**src/rtl/alu_shift_scheduler.sv**
```systemverilog
// -----------------------------------------------------------------------------
// alu_shift_scheduler
//
// Shares one 32-bit barrel shifter between two requesters (a, b). A round-robin
// arbiter picks one request while the block is idle. The selected operation is
// computed in one pass, or two passes for rotate. The result is then held until
// the consumer takes it.
//
// Op encoding: 00 SHL, 01 SHR (logical), 10 SHRA (arithmetic), 11 ROL.
// Right shifts reuse the left shifter by bit-reversing its input and output.
// Rotate-left is the OR of (in << n) and (in >> (32 - n)).
//
// Configuration macro:
//   ALU_SHIFT_SCHEDULER_ROTATE_EN  defined   -> op 11 is ROL, PASS2 present
//                                  undefined -> op 11 runs as SHL, no PASS2
//
// Ports:
//   clk                  system clock, rising edge
//   clr                  asynchronous active-low reset
//   req_{a,b}_valid      request present
//   req_{a,b}_ready      request accepted this cycle (IDLE only)
//   req_{a,b}_in [31:0]  operand
//   req_{a,b}_shift[5:0] shift count (>= 32 shifts everything out)
//   req_{a,b}_op [1:0]   operation
//   res_valid            result present (held until res_ready)
//   res_ready            consumer accepts the result
//   res_out [31:0]       result word
//   res_id               owner of the result, 0 = a, 1 = b
//   busy                 high whenever the FSM is not IDLE
// -----------------------------------------------------------------------------
module alu_shift_scheduler (
   input  logic        clk,
   input  logic        clr,
   input  logic        req_a_valid,
   output logic        req_a_ready,
   input  logic [31:0] req_a_in,
   input  logic [5:0]  req_a_shift,
   input  logic [1:0]  req_a_op,
   input  logic        req_b_valid,
   output logic        req_b_ready,
   input  logic [31:0] req_b_in,
   input  logic [5:0]  req_b_shift,
   input  logic [1:0]  req_b_op,
   output logic        res_valid,
   input  logic        res_ready,
   output logic [31:0] res_out,
   output logic        res_id,
   output logic        busy
);

   // state | meaning
   // ------+-----------------------------------------------------------
   // IDLE  | waiting for a request; the granted requester sees ready
   // PASS1 | first shifter pass; the final result for SHL/SHR/SHRA
   // PASS2 | rotate only: right-shift pass, ORed into the PASS1 partial
   // HOLD  | result valid, held stable until res_ready
`ifdef ALU_SHIFT_SCHEDULER_ROTATE_EN
   typedef enum logic [1:0] {
      IDLE  = 2'd0,
      PASS1 = 2'd1,
      PASS2 = 2'd2,
      HOLD  = 2'd3
   } state_t;
   localparam logic [1:0] OP_ROL = 2'b11;
`else
   typedef enum logic [1:0] {
      IDLE  = 2'd0,
      PASS1 = 2'd1,
      HOLD  = 2'd3
   } state_t;
`endif

   localparam logic [1:0] OP_SHR  = 2'b01;
   localparam logic [1:0] OP_SHRA = 2'b10;

   state_t      state_q;
   logic        last_q;        // last granted requester, 0 = a, 1 = b
   logic [31:0] in_q;
   logic [5:0]  cnt_q;
   logic [1:0]  op_q;
   logic [31:0] res_out_q;
   logic        res_id_q;
   logic        res_valid_q;
   logic        busy_q;

   logic        grant_b_d;
   logic        idle_d;
   logic        accept_d;
   logic [31:0] in_d;
   logic [5:0]  shift_d;
   logic [1:0]  op_d;

   logic        second_pass_d;
   logic        is_rol_d;
   logic        neg_d;
   logic [31:0] sh_in_d;
   logic [5:0]  sh_cnt_d;
   logic [31:0] sh_out_d;
   logic [31:0] pass_d;

   function automatic logic [31:0] rev32(input logic [31:0] v);
      logic [31:0] r;
      for (int i = 0; i < 32; i++) begin
         r[i] = v[31-i];
      end
      return r;
   endfunction

   // ---------------------------------------------------------------------
   // Arbitration: when both requesters are valid, the one not granted last
   // wins. Otherwise the only valid requester wins.
   // ---------------------------------------------------------------------
   always_comb begin
      grant_b_d = 1'b0;
      if (req_a_valid && req_b_valid) begin
         grant_b_d = ~last_q;
      end else begin
         grant_b_d = req_b_valid;
      end
   end

   // Gating with clr keeps both readies low while reset is held.
   assign idle_d      = (state_q == IDLE) && clr;
   assign req_a_ready = idle_d && req_a_valid && !grant_b_d;
   assign req_b_ready = idle_d && req_b_valid &&  grant_b_d;
   assign accept_d    = req_a_ready || req_b_ready;

   always_comb begin
      in_d    = req_a_in;
      shift_d = req_a_shift;
      op_d    = req_a_op;
      if (grant_b_d) begin
         in_d    = req_b_in;
         shift_d = req_b_shift;
         op_d    = req_b_op;
      end
   end

   // ---------------------------------------------------------------------
   // Shared shifter. This is the only shift operator in the datapath.
   // Every pass steers its operand and count into it.
   // ---------------------------------------------------------------------
`ifdef ALU_SHIFT_SCHEDULER_ROTATE_EN
   assign second_pass_d = (state_q == PASS2);
   assign is_rol_d      = (op_q == OP_ROL);
`else
   assign second_pass_d = 1'b0;
   assign is_rol_d      = 1'b0;
`endif

   // SHRA of a negative operand is done as ~((~in) >> n). With this form,
   // the zero fill of the logical path becomes sign fill.
   assign neg_d = (op_q == OP_SHRA) && in_q[31] && !second_pass_d;

   always_comb begin
      sh_in_d  = in_q;
      sh_cnt_d = cnt_q;
      if (second_pass_d) begin
         // in >> (32 - n). The count is computed in 6 bits, so n = 0 gives
         // 32 and shifts everything out.
         sh_in_d  = rev32(in_q);
         sh_cnt_d = 6'd32 - {1'b0, cnt_q[4:0]};
      end else if (op_q == OP_SHR) begin
         sh_in_d  = rev32(in_q);
      end else if (op_q == OP_SHRA) begin
         sh_in_d  = rev32(neg_d ? ~in_q : in_q);
      end else if (is_rol_d) begin
         sh_cnt_d = {1'b0, cnt_q[4:0]};
      end
   end

   assign sh_out_d = sh_cnt_d[5] ? 32'd0 : (sh_in_d << sh_cnt_d[4:0]);

   always_comb begin
      pass_d = sh_out_d;
      if (second_pass_d || (op_q == OP_SHR) || (op_q == OP_SHRA)) begin
         pass_d = rev32(sh_out_d);
      end
      if (neg_d) begin
         pass_d = ~pass_d;
      end
   end

   // ---------------------------------------------------------------------
   // Sequencer with registered outputs
   // ---------------------------------------------------------------------
   always_ff @(posedge clk or negedge clr) begin
      if (!clr) begin
         state_q     <= IDLE;
         last_q      <= 1'b1;
         in_q        <= 32'd0;
         cnt_q       <= 6'd0;
         op_q        <= 2'd0;
         res_out_q   <= 32'd0;
         res_id_q    <= 1'b0;
         res_valid_q <= 1'b0;
         busy_q      <= 1'b0;
      end else begin
         case (state_q)
            IDLE: begin
               if (accept_d) begin
                  in_q     <= in_d;
                  cnt_q    <= shift_d;
                  op_q     <= op_d;
                  res_id_q <= grant_b_d;
                  last_q   <= grant_b_d;
                  busy_q   <= 1'b1;
                  state_q  <= PASS1;
               end
            end
            PASS1: begin
               // For rotate, this is only the left-shift partial.
               res_out_q <= pass_d;
`ifdef ALU_SHIFT_SCHEDULER_ROTATE_EN
               if (is_rol_d) begin
                  state_q <= PASS2;
               end else begin
                  res_valid_q <= 1'b1;
                  state_q     <= HOLD;
               end
`else
               res_valid_q <= 1'b1;
               state_q     <= HOLD;
`endif
            end
`ifdef ALU_SHIFT_SCHEDULER_ROTATE_EN
            PASS2: begin
               res_out_q   <= res_out_q | pass_d;
               res_valid_q <= 1'b1;
               state_q     <= HOLD;
            end
`endif
            HOLD: begin
               if (res_ready) begin
                  res_valid_q <= 1'b0;
                  busy_q      <= 1'b0;
                  state_q     <= IDLE;
               end
            end
            default: begin
               res_valid_q <= 1'b0;
               busy_q      <= 1'b0;
               state_q     <= IDLE;
            end
         endcase
      end
   end

   assign res_valid = res_valid_q;
   assign res_out   = res_out_q;
   assign res_id    = res_id_q;
   assign busy      = busy_q;

endmodule

```
**config.mk**
```make
export PLATFORM = sky130hd
export DESIGN_NAME = alu_shift_scheduler
export DESIGN_NICKNAME = d
export VERILOG_FILES = /design/src/rtl/alu_shift_scheduler.sv
export SDC_FILE = /design/constraint.sdc
export NUM_CORES = 1
export LEC_CHECK = 0
export CAP_MARGIN = 20
export CORE_UTILIZATION = 25
export DETAILED_ROUTE_END_ITERATION = 10
export HOLD_SLACK_MARGIN = 0.06
export PLACE_DENSITY_LB_ADDON = 0.08
export SYNTH_ARGS = -nofsm -noshare
export SYNTH_HDL_FRONTEND = slang
export SYNTH_SLANG_ARGS = --single-unit
```
**constraint.sdc**
```tcl
create_clock -name clk -period 4.8 [get_ports clk]
set_input_delay 1.44 -clock clk [delete_from_list [all_inputs] [get_ports clk]]
set_output_delay 1.44 -clock clk [all_outputs]
set_load 0.02 [all_outputs]
```
* Word level (Yosys, flattened, before mapping) *
Index checks and enable logic that the tools add are counted.

storage, ports and cells
  flip-flop bits (word level) = 78
  output and inout bits = 37

operators by class
  equality and inequality tests = 6
  shifts and indexed selects = 1
  muxes and demuxes = 17
  bitwise logic cells = 5
  reductions and logical operators = 15

operators with widths
  operator                                              count
  two-way mux 32 bit                                    7
  NOT 32 bit                                            2
  left shift 32 x 5 -> 32 bit                           1
  logical AND 1 bit                                     7
  two-way mux 2 bit                                     3
  two-way mux 6 bit                                     1
  one-hot mux 1 bit (3 select lines)                    2
  one-hot mux 2 bit (3 select lines)                    1
  AND reduction 2 bit                                   3
  equality test 2 x 1 -> 1 bit (second input constant)  2
  equality test 2 bit (second input constant)           2
  != test 2 bit (second input constant)                 2
  two-way mux 1 bit                                     3
  NOT 1 bit                                             3
  AND reduction 3 bit                                   1
  zero test 2 bit                                       1
  logical OR 1 bit                                      2
  zero test 1 bit                                       1

* Logic depth before layout (Yosys ltp) *
Gate-level depths: netlist (run 1).

  depth in word-level cells = 10
  gate-level depth with buffers = 14

* Worst setup path before layout (run 1) *
OpenSTA, ideal clock, no wires.

  path kind = input to output
  start = in req_b_valid
  end = out req_a_ready
  arrival = 2.461 ns
  required time = 3.360 ns
  path slack = 0.899 ns
  stages = 4
  path buffers = 2
  cells stage by stage = a21boi_0 -> clkbuf_1 -> buf_1 -> nor2_1

between the ends
  longest elaborated chain between the ends = 4

RTL lines
  item                 RTL line  source
  start, declared      39        input logic req_b_valid,
  logical AND 1 bit    115       if (req_a_valid && req_b_valid) begin
  two-way mux 1 bit *  115
  zero test 1 bit *    124       assign req_a_ready = idle_d && req_a_valid && !grant_b_d;
  logical AND 1 bit *  124
  end, declared        35        output logic req_a_ready,

Every way passes the cells marked *; elsewhere a longest branch is shown, timed or not.

* Worst setup path in the final report (run 1) *
  start = in req_b_valid
  end = out req_b_ready

between the ends
  longest elaborated chain between the ends = 3
  elaborated cells on any way between the ends = 4
  those cells by class = 1 x mux; 3 x reduce/logical

RTL lines
  item                 RTL line  source
  logical AND 1 bit    115
  two-way mux 1 bit    115
  logical AND 1 bit *  125       assign req_b_ready = idle_d && req_b_valid && grant_b_d;
  end, declared        40        output logic req_b_ready,

Marked as above.

==> flow_metrics.tcl, run 1 <==
set metrics [dict create \
    status "finished, final reports clean" \
    tns_ns 0 \
    synth-edff-count 0 \
    clockBufferDepth 2 \
    critPathLaunchType "primary input" \
    dp_slack_ns 0.411 \
    grt_pass1_vias 8070 \
    path_common_cell "clkdlybuf4s50_1" \
    yosysUniqueCellTypes 85 \
    syn_inst 1039 \
    gr-total-overflow 0 \
    slowest_delay_ns 0.61 \
    p_leak_nw 3.65 \
    antenna_found_initial 0 \
    detail_route.first_pass.iterations 7 \
    ys_seq_elements 78 \
    fin_crit_ns 4.39 \
    vias 8563 \
    layout_commonest_cell "clkdlybuf4s50_1" \
    worstSkewPairLatency_ns 0.37 \
    setup_violations 0 \
    holdBufCountCts 0 \
    power_density_nw_per_um2 856 \
    cts_buffers 9 \
    drc 0 \
    drv_slew 0 \
    port_buffers 121 \
    cts_max_level 3 \
    yosys_most_used_dff "dfrtp_1" \
    crit_type "primary input to output pin" \
    holdWs_ns 0.474 \
    holdCritPathClass "flop to flop" \
    nets 1206 \
    worstHoldStart "busy$_DFFE_PN0P_" \
    r2r_setup_slack_ns 0.94 \
    dpl_cell_area_um2 9560 \
    postCtsSetupBuffers 0 \
    cts.sink_count 78 \
    reg2regPathDepth 11 \
    path_cells "clkdlybuf4s50_1 -> a21boi_4 -> and2_1 -> clkdlybuf4s50_1" \
    wire_per_inst_um 22.1 \
    diodes 0 \
    core_um2 31600 \
    instances_no_fill 1526 \
    grt_first_pass_wirelength_um 50800 \
    worstPathArrival_ns 2.95 \
    path_delay_family "buffers and inverters" \
    fin_crit_sh_pct 91.4 \
    dp_hpwl_um 26500 \
    std_cell_rows 65 \
    rsz0062_at_grt "false" \
    maxSlewHeadroom_pct 37.6 \
    grt_util_all_layers_pct 20.6 \
    finalWirelength_um 33700 \
    routed_via_density 5.61 \
    grt_max_degree 53 \
    drt_iter0_drc 657 \
    syn_nets 1126 \
    startpoint "req_b_valid" \
    placedCellCount 1510 \
    seq_area_frac_synth_pct 24.4 \
    ctsResizeCount 0 \
    cp.depth 4 \
    pin_count 122 \
    cts_tree "built" \
    maxCapViolations 0 \
    die_y_um 181 \
    ir_drop_mv 0.290 \
    reg2reg_from "op_q[1]$_DFFE_PN0P_" \
    rr_endpoint "res_out[30]$_DFFE_PN0P_" \
    layout-drive-gt1-share_pct 10.1 \
    cp_max_fo 4 \
    synth.avg_cell_area_um2 7.71 \
    fmax_mhz 228 \
    ant_nets 0 \
    synth_async_sr_flop_share_pct 100 \
    start_util_pct 25.4 \
    netlist_area_um2 8010 \
    die_x_um 181 \
    clk_pin_slew_worst_paths_ns 0.06 \
    worst_pin_slew_ns 0.936 \
    root_buffer "clkbuf_16" \
    cp-end-kind "output pin" \
    cp-endpoint "req_b_ready" \
    syn_to_final_growth_pct 22.9 \
    gp_congestion 0.928 \
    crit_buf_inv 2 \
    fin_area_um2 9840 \
    worst_slack_ns 0.411 \
    hold_violations 0 \
    die_area_um2 32700 \
    worstPathRequired_ns 3.36 \
    ys_warn_count 0 \
    slowest_stage "clkdlybuf4s50_1" \
    final_cell_mix "clkdlybuf4s50_1 (120), nand2_1 (119), a21oi_1 (101), nor2_1 (96), dfrtp_1 (76)" \
    skew_ns 0.00628 \
]
per-stage QoR:
step	total power, mW	utilization, %
after floorplan	5.50	-
after global placement	7.70	30.3
after detailed placement	7.70	30.3
after CTS	8.40	31.2
after global routing	9.02	31.2
final	8.42	31.2
cells in the mapped netlist (4+ instances only):
master | n | share of area (%)
a31oi_1 | 13 | 1.0
o21a_1 | 5 | 0.47
a21o_1 | 4 | 0.38
or3b_1 | 11 | 1.2
a21boi_0 | 22 | 2.1
clkbuf_1 | 47 | 2.2
a22o_1 | 7 | 0.77
o2111ai_1 | 27 | 3.0
o221ai_1 | 9 | 0.98
nand4bb_1 | 18 | 2.5
buf_2 | 23 | 1.4
a221oi_1 | 4 | 0.44
a221o_1 | 10 | 1.3
a211oi_1 | 10 | 0.94
a211o_1 | 4 | 0.44
nand2b_1 | 8 | 0.63
o21ai_1 | 14 | 0.88
dfrtp_1 | 77 | 24
inv_1 | 15 | 0.70
mux2i_1 | 55 | 6.9
a21oi_1 | 101 | 6.3
buf_6 | 11 | 1.5
nor2_1 | 96 | 4.5
and2_1 | 8 | 0.63
or3b_2 | 11 | 1.2
nor4_1 | 5 | 0.39
buf_4 | 7 | 0.66
nor3_1 | 27 | 1.7
o21ai_0 | 41 | 2.6
a2111oi_0 | 4 | 0.44
o311ai_0 | 9 | 0.98
a32oi_1 | 4 | 0.44
a22oi_1 | 12 | 1.1
nand3b_1 | 7 | 0.66
nand3_1 | 52 | 3.3
nand4_1 | 27 | 2.1
o21ai_2 | 4 | 0.44
o22ai_1 | 14 | 1.1
nand2_1 | 119 | 5.6
a221oi_2 | 4 | 0.75
o211ai_1 | 13 | 1.2
per-layer routing:
layer  vias to the layer above  wire, um  GRT usage (%)
met5                         -         0              0
met4                         0      1030           7.97
met3                        47      1570           3.43
met2                       246     15400           32.4
met1                      4091     15700           28.0
li1                       4179         -              -
cells by family after synthesis:
kind of cell	synth area share, %
muxes	8.00
buffers and inverters	6.78
AOI/OAI and AO/OA	33.6
adders and majority gates	0.312
and+or+nand+nor	26.7
xor gates and xnor gates	0.219
DFF	24.4
worst min-delay path by stage:
stage | slack (ns) | end | cells past startpoint
after floorplan | 0.49 | res_valid$_DFFE_PN0P_ | 2
after global placement | 0.46 | busy$_DFFE_PN0P_ | 1
after detailed placement | 0.47 | res_id$_DFFE_PN0P_ | 1
after CTS | 0.48 | busy$_DFFE_PN0P_ | 1
after global routing | 0.51 | busy$_DFFE_PN0P_ | 1
final | 0.47 | busy$_DFFE_PN0P_ | 1
worst reg2reg max path, delay by kind of cell (launching register included):
kind | cells | cell delay [ns]
buffers and inverters | 2 | 0.43
adder cells (fa/ha/maj) | 1 | 0.71
AND/OR/NAND/NOR | 4 | 0.97
AO/OA/AOI/OAI | 3 | 0.93
multiplexers | 1 | 0.30
flip-flops | 1 | 0.40
state kept, by name (all words and copies together), names as in the netlist:
| signal | count |
|---|---|
| in_q | 32 |
| res_out | 32 |
| cnt_q | 6 |
| op_q | 2 |
| state_q | 2 |
| busy | 1 |
| last_q | 1 |
| res_id | 1 |
| res_valid | 1 |
cell type report:
cell class	count	area, um2
clock buffer	10	239
timing repair buffer	160	1510
clock inverter	6	37.5
inverter	17	63.8
tap	402	503
sequential	78	1950
multi-input combinational	853	5530
fill	3454	21700
where the power goes:
part           switching, mW  internal, mW  leakage, nW
sequential             0.476         0.960        0.923
clock                  0.310         0.361        0.130
combinational           4.13          2.18         2.60
total                   4.92          3.50         3.65
Note: power is estimated with default switching activity, not from simulation.
==> inputs of run 2 (changes only) <==
--- a/config.mk
+++ b/config.mk
@@ -6,8 +6,10 @@
 export NUM_CORES = 1
 export LEC_CHECK = 0
 export CAP_MARGIN = 20
+export CORE_MARGIN = 10
 export CORE_UTILIZATION = 25
 export DETAILED_ROUTE_END_ITERATION = 10
+export GPL_TIMING_DRIVEN = 1
 export HOLD_SLACK_MARGIN = 0.06
 export PLACE_DENSITY_LB_ADDON = 0.08
 export SYNTH_ARGS = -nofsm -noshare
==> flow_metrics.tcl, run 2 (synthesized netlist as in run 1, its figures left out) <==
set metrics [dict create \
    crit_type "primary input to output pin" \
    slowest_delay_ns 0.62 \
    worstHoldStart "busy$_DFFE_PN0P_" \
    fin_crit_sh_pct 92.1 \
    worstSkewPairLatency_ns 0.36 \
    worst_slack_ns 0.379 \
    layout-drive-gt1-share_pct 8.99 \
    fin_area_um2 9800 \
    clockBufferDepth 2 \
    vias 8634 \
    grt_pass1_vias 8209 \
    cts_max_level 3 \
    reg2reg_from "op_q[1]$_DFFE_PN0P_" \
    reg2regPathDepth 11 \
    worstPathArrival_ns 2.98 \
    die_x_um 199 \
    holdBufCountCts 0 \
    ctsResizeCount 0 \
    detail_route.first_pass.iterations 5 \
    placedCellCount 1498 \
    cp_max_fo 4 \
    maxSlewHeadroom_pct 40.1 \
    finalWirelength_um 35200 \
    grt_max_degree 83 \
    p_leak_nw 3.62 \
    gp_congestion 0.933 \
    std_cell_rows 65 \
    drt_iter0_drc 715 \
    syn_to_final_growth_pct 22.3 \
    final_cell_mix "clkdlybuf4s50_1 (120), nand2_1 (119), a21oi_1 (101), nor2_1 (96), dfrtp_1 (76)" \
    fmax_mhz 226 \
    path_common_cell "clkdlybuf4s50_1" \
    rsz0062_at_grt "false" \
    ant_nets 0 \
    hold_violations 0 \
    cp-end-kind "output pin" \
    worst_pin_slew_ns 0.899 \
    holdCritPathClass "flop to flop" \
    grt_first_pass_wirelength_um 53000 \
    final_util_pct 31.0 \
    cts_tree "built" \
    drc 0 \
    dpl_cell_area_um2 9500 \
    root_buffer "clkbuf_16" \
    hold_end "busy$_DFFE_PN0P_" \
    critPathLaunchType "primary input" \
    tns_ns 0 \
    antenna_found_initial 0 \
    grt_util_all_layers_pct 17.5 \
    holdWs_ns 0.489 \
    gr-total-overflow 0 \
    hold_path_depth 1 \
    dp_slack_ns 0.393 \
    status "finished, final reports clean" \
    ir_drop_mv 0.274 \
    slowest_stage "clkdlybuf4s50_1" \
    cts.sink_count 78 \
    rr_endpoint "res_out[6]$_DFFE_PN0P_" \
    nets 1194 \
    diodes 0 \
    power_density_nw_per_um2 861 \
    maxCapViolations 0 \
    postCtsSetupBuffers 0 \
    wire_per_inst_um 23.2 \
    nFillCells 3456 \
    setup_violations 0 \
    pin_count 122 \
    clk_pin_slew_worst_paths_ns 0.06 \
    drv_slew 0 \
    start_util_pct 25.4 \
    routed_via_density 5.70 \
    r2r_setup_slack_ns 0.95 \
    skew_ns 0.0101 \
    core_um2 31600 \
    dp_hpwl_um 27100 \
    fin_crit_ns 4.42 \
    worstPathRequired_ns 3.36 \
    cts_buffers 9 \
    instances_no_fill 1514 \
    layout_commonest_cell "clkdlybuf4s50_1" \
    path_cells "clkdlybuf4s50_1 -> a21boi_4 -> and2_1 -> clkdlybuf4s50_1" \
    die_area_um2 39600 \
    die_y_um 199 \
    port_buffers 121 \
    power_mw 8.43 \
]
==> run 2: changes by cell type in the layout (fill, tap and decap cells not counted), sizes merged <==
cell | before | now
bufinv | 0 | 1
clkinvlp | 3 | 1
buf | 40 | 28
inv | 16 | 18
clkinv | 4 | 3
==> run 2: power breakdown <==
| part | switching (mW) | internal (mW) |
|---|---|---|
| clock network | 0.334 | 0.408 |
| registers | 0.437 | 0.960 |
| logic | 4.15 | 2.14 |
==> run 2: cell type report <==
type                            instances  area [um2]  share of cell area (%)
Timing Repair Buffer                  148        1450                    14.8
Clock inverter                          6        68.8                   0.703
Clock buffer                           10         229                    2.34
Sequential cell                        78        1950                    20.0
Inverter                               17        63.8                   0.651
Multi-Input combinational cell        853        5530                    56.4
Tap cell                              402         503                    5.13
==> run 2: worst max-delay path by stage <==
| stage | from | endpoint | depth (start not counted) |
|---|---|---|---|
| final | req_b_valid | req_b_ready | 4 |
| after CTS | req_b_valid | req_b_ready | 4 |
| after detailed placement | req_b_valid | req_b_ready | 4 |
| after global routing | clr | req_a_ready | 5 |
| after global placement | req_b_valid | req_b_ready | 4 |
| after floorplan | req_b_valid | req_a_ready | 4 |
==> run 2: worst max-delay path, delay by kind of cell <==
family                 cells  cell delay [ns]
AO/OA/AOI/OAI              1             0.24
AND/OR/NAND/NOR            1             0.18
buffers and inverters      2             1.12
==> run 2: layer usage <==
metal  global-route usage, %  vias up  share of wire [%]
met5                       0        -                  0
met1                    23.6     4211                 46
met4                    3.84        0                1.6
met2                    29.1      236                 48
met3                    2.04       33                4.3
li1                        -     4154                  -
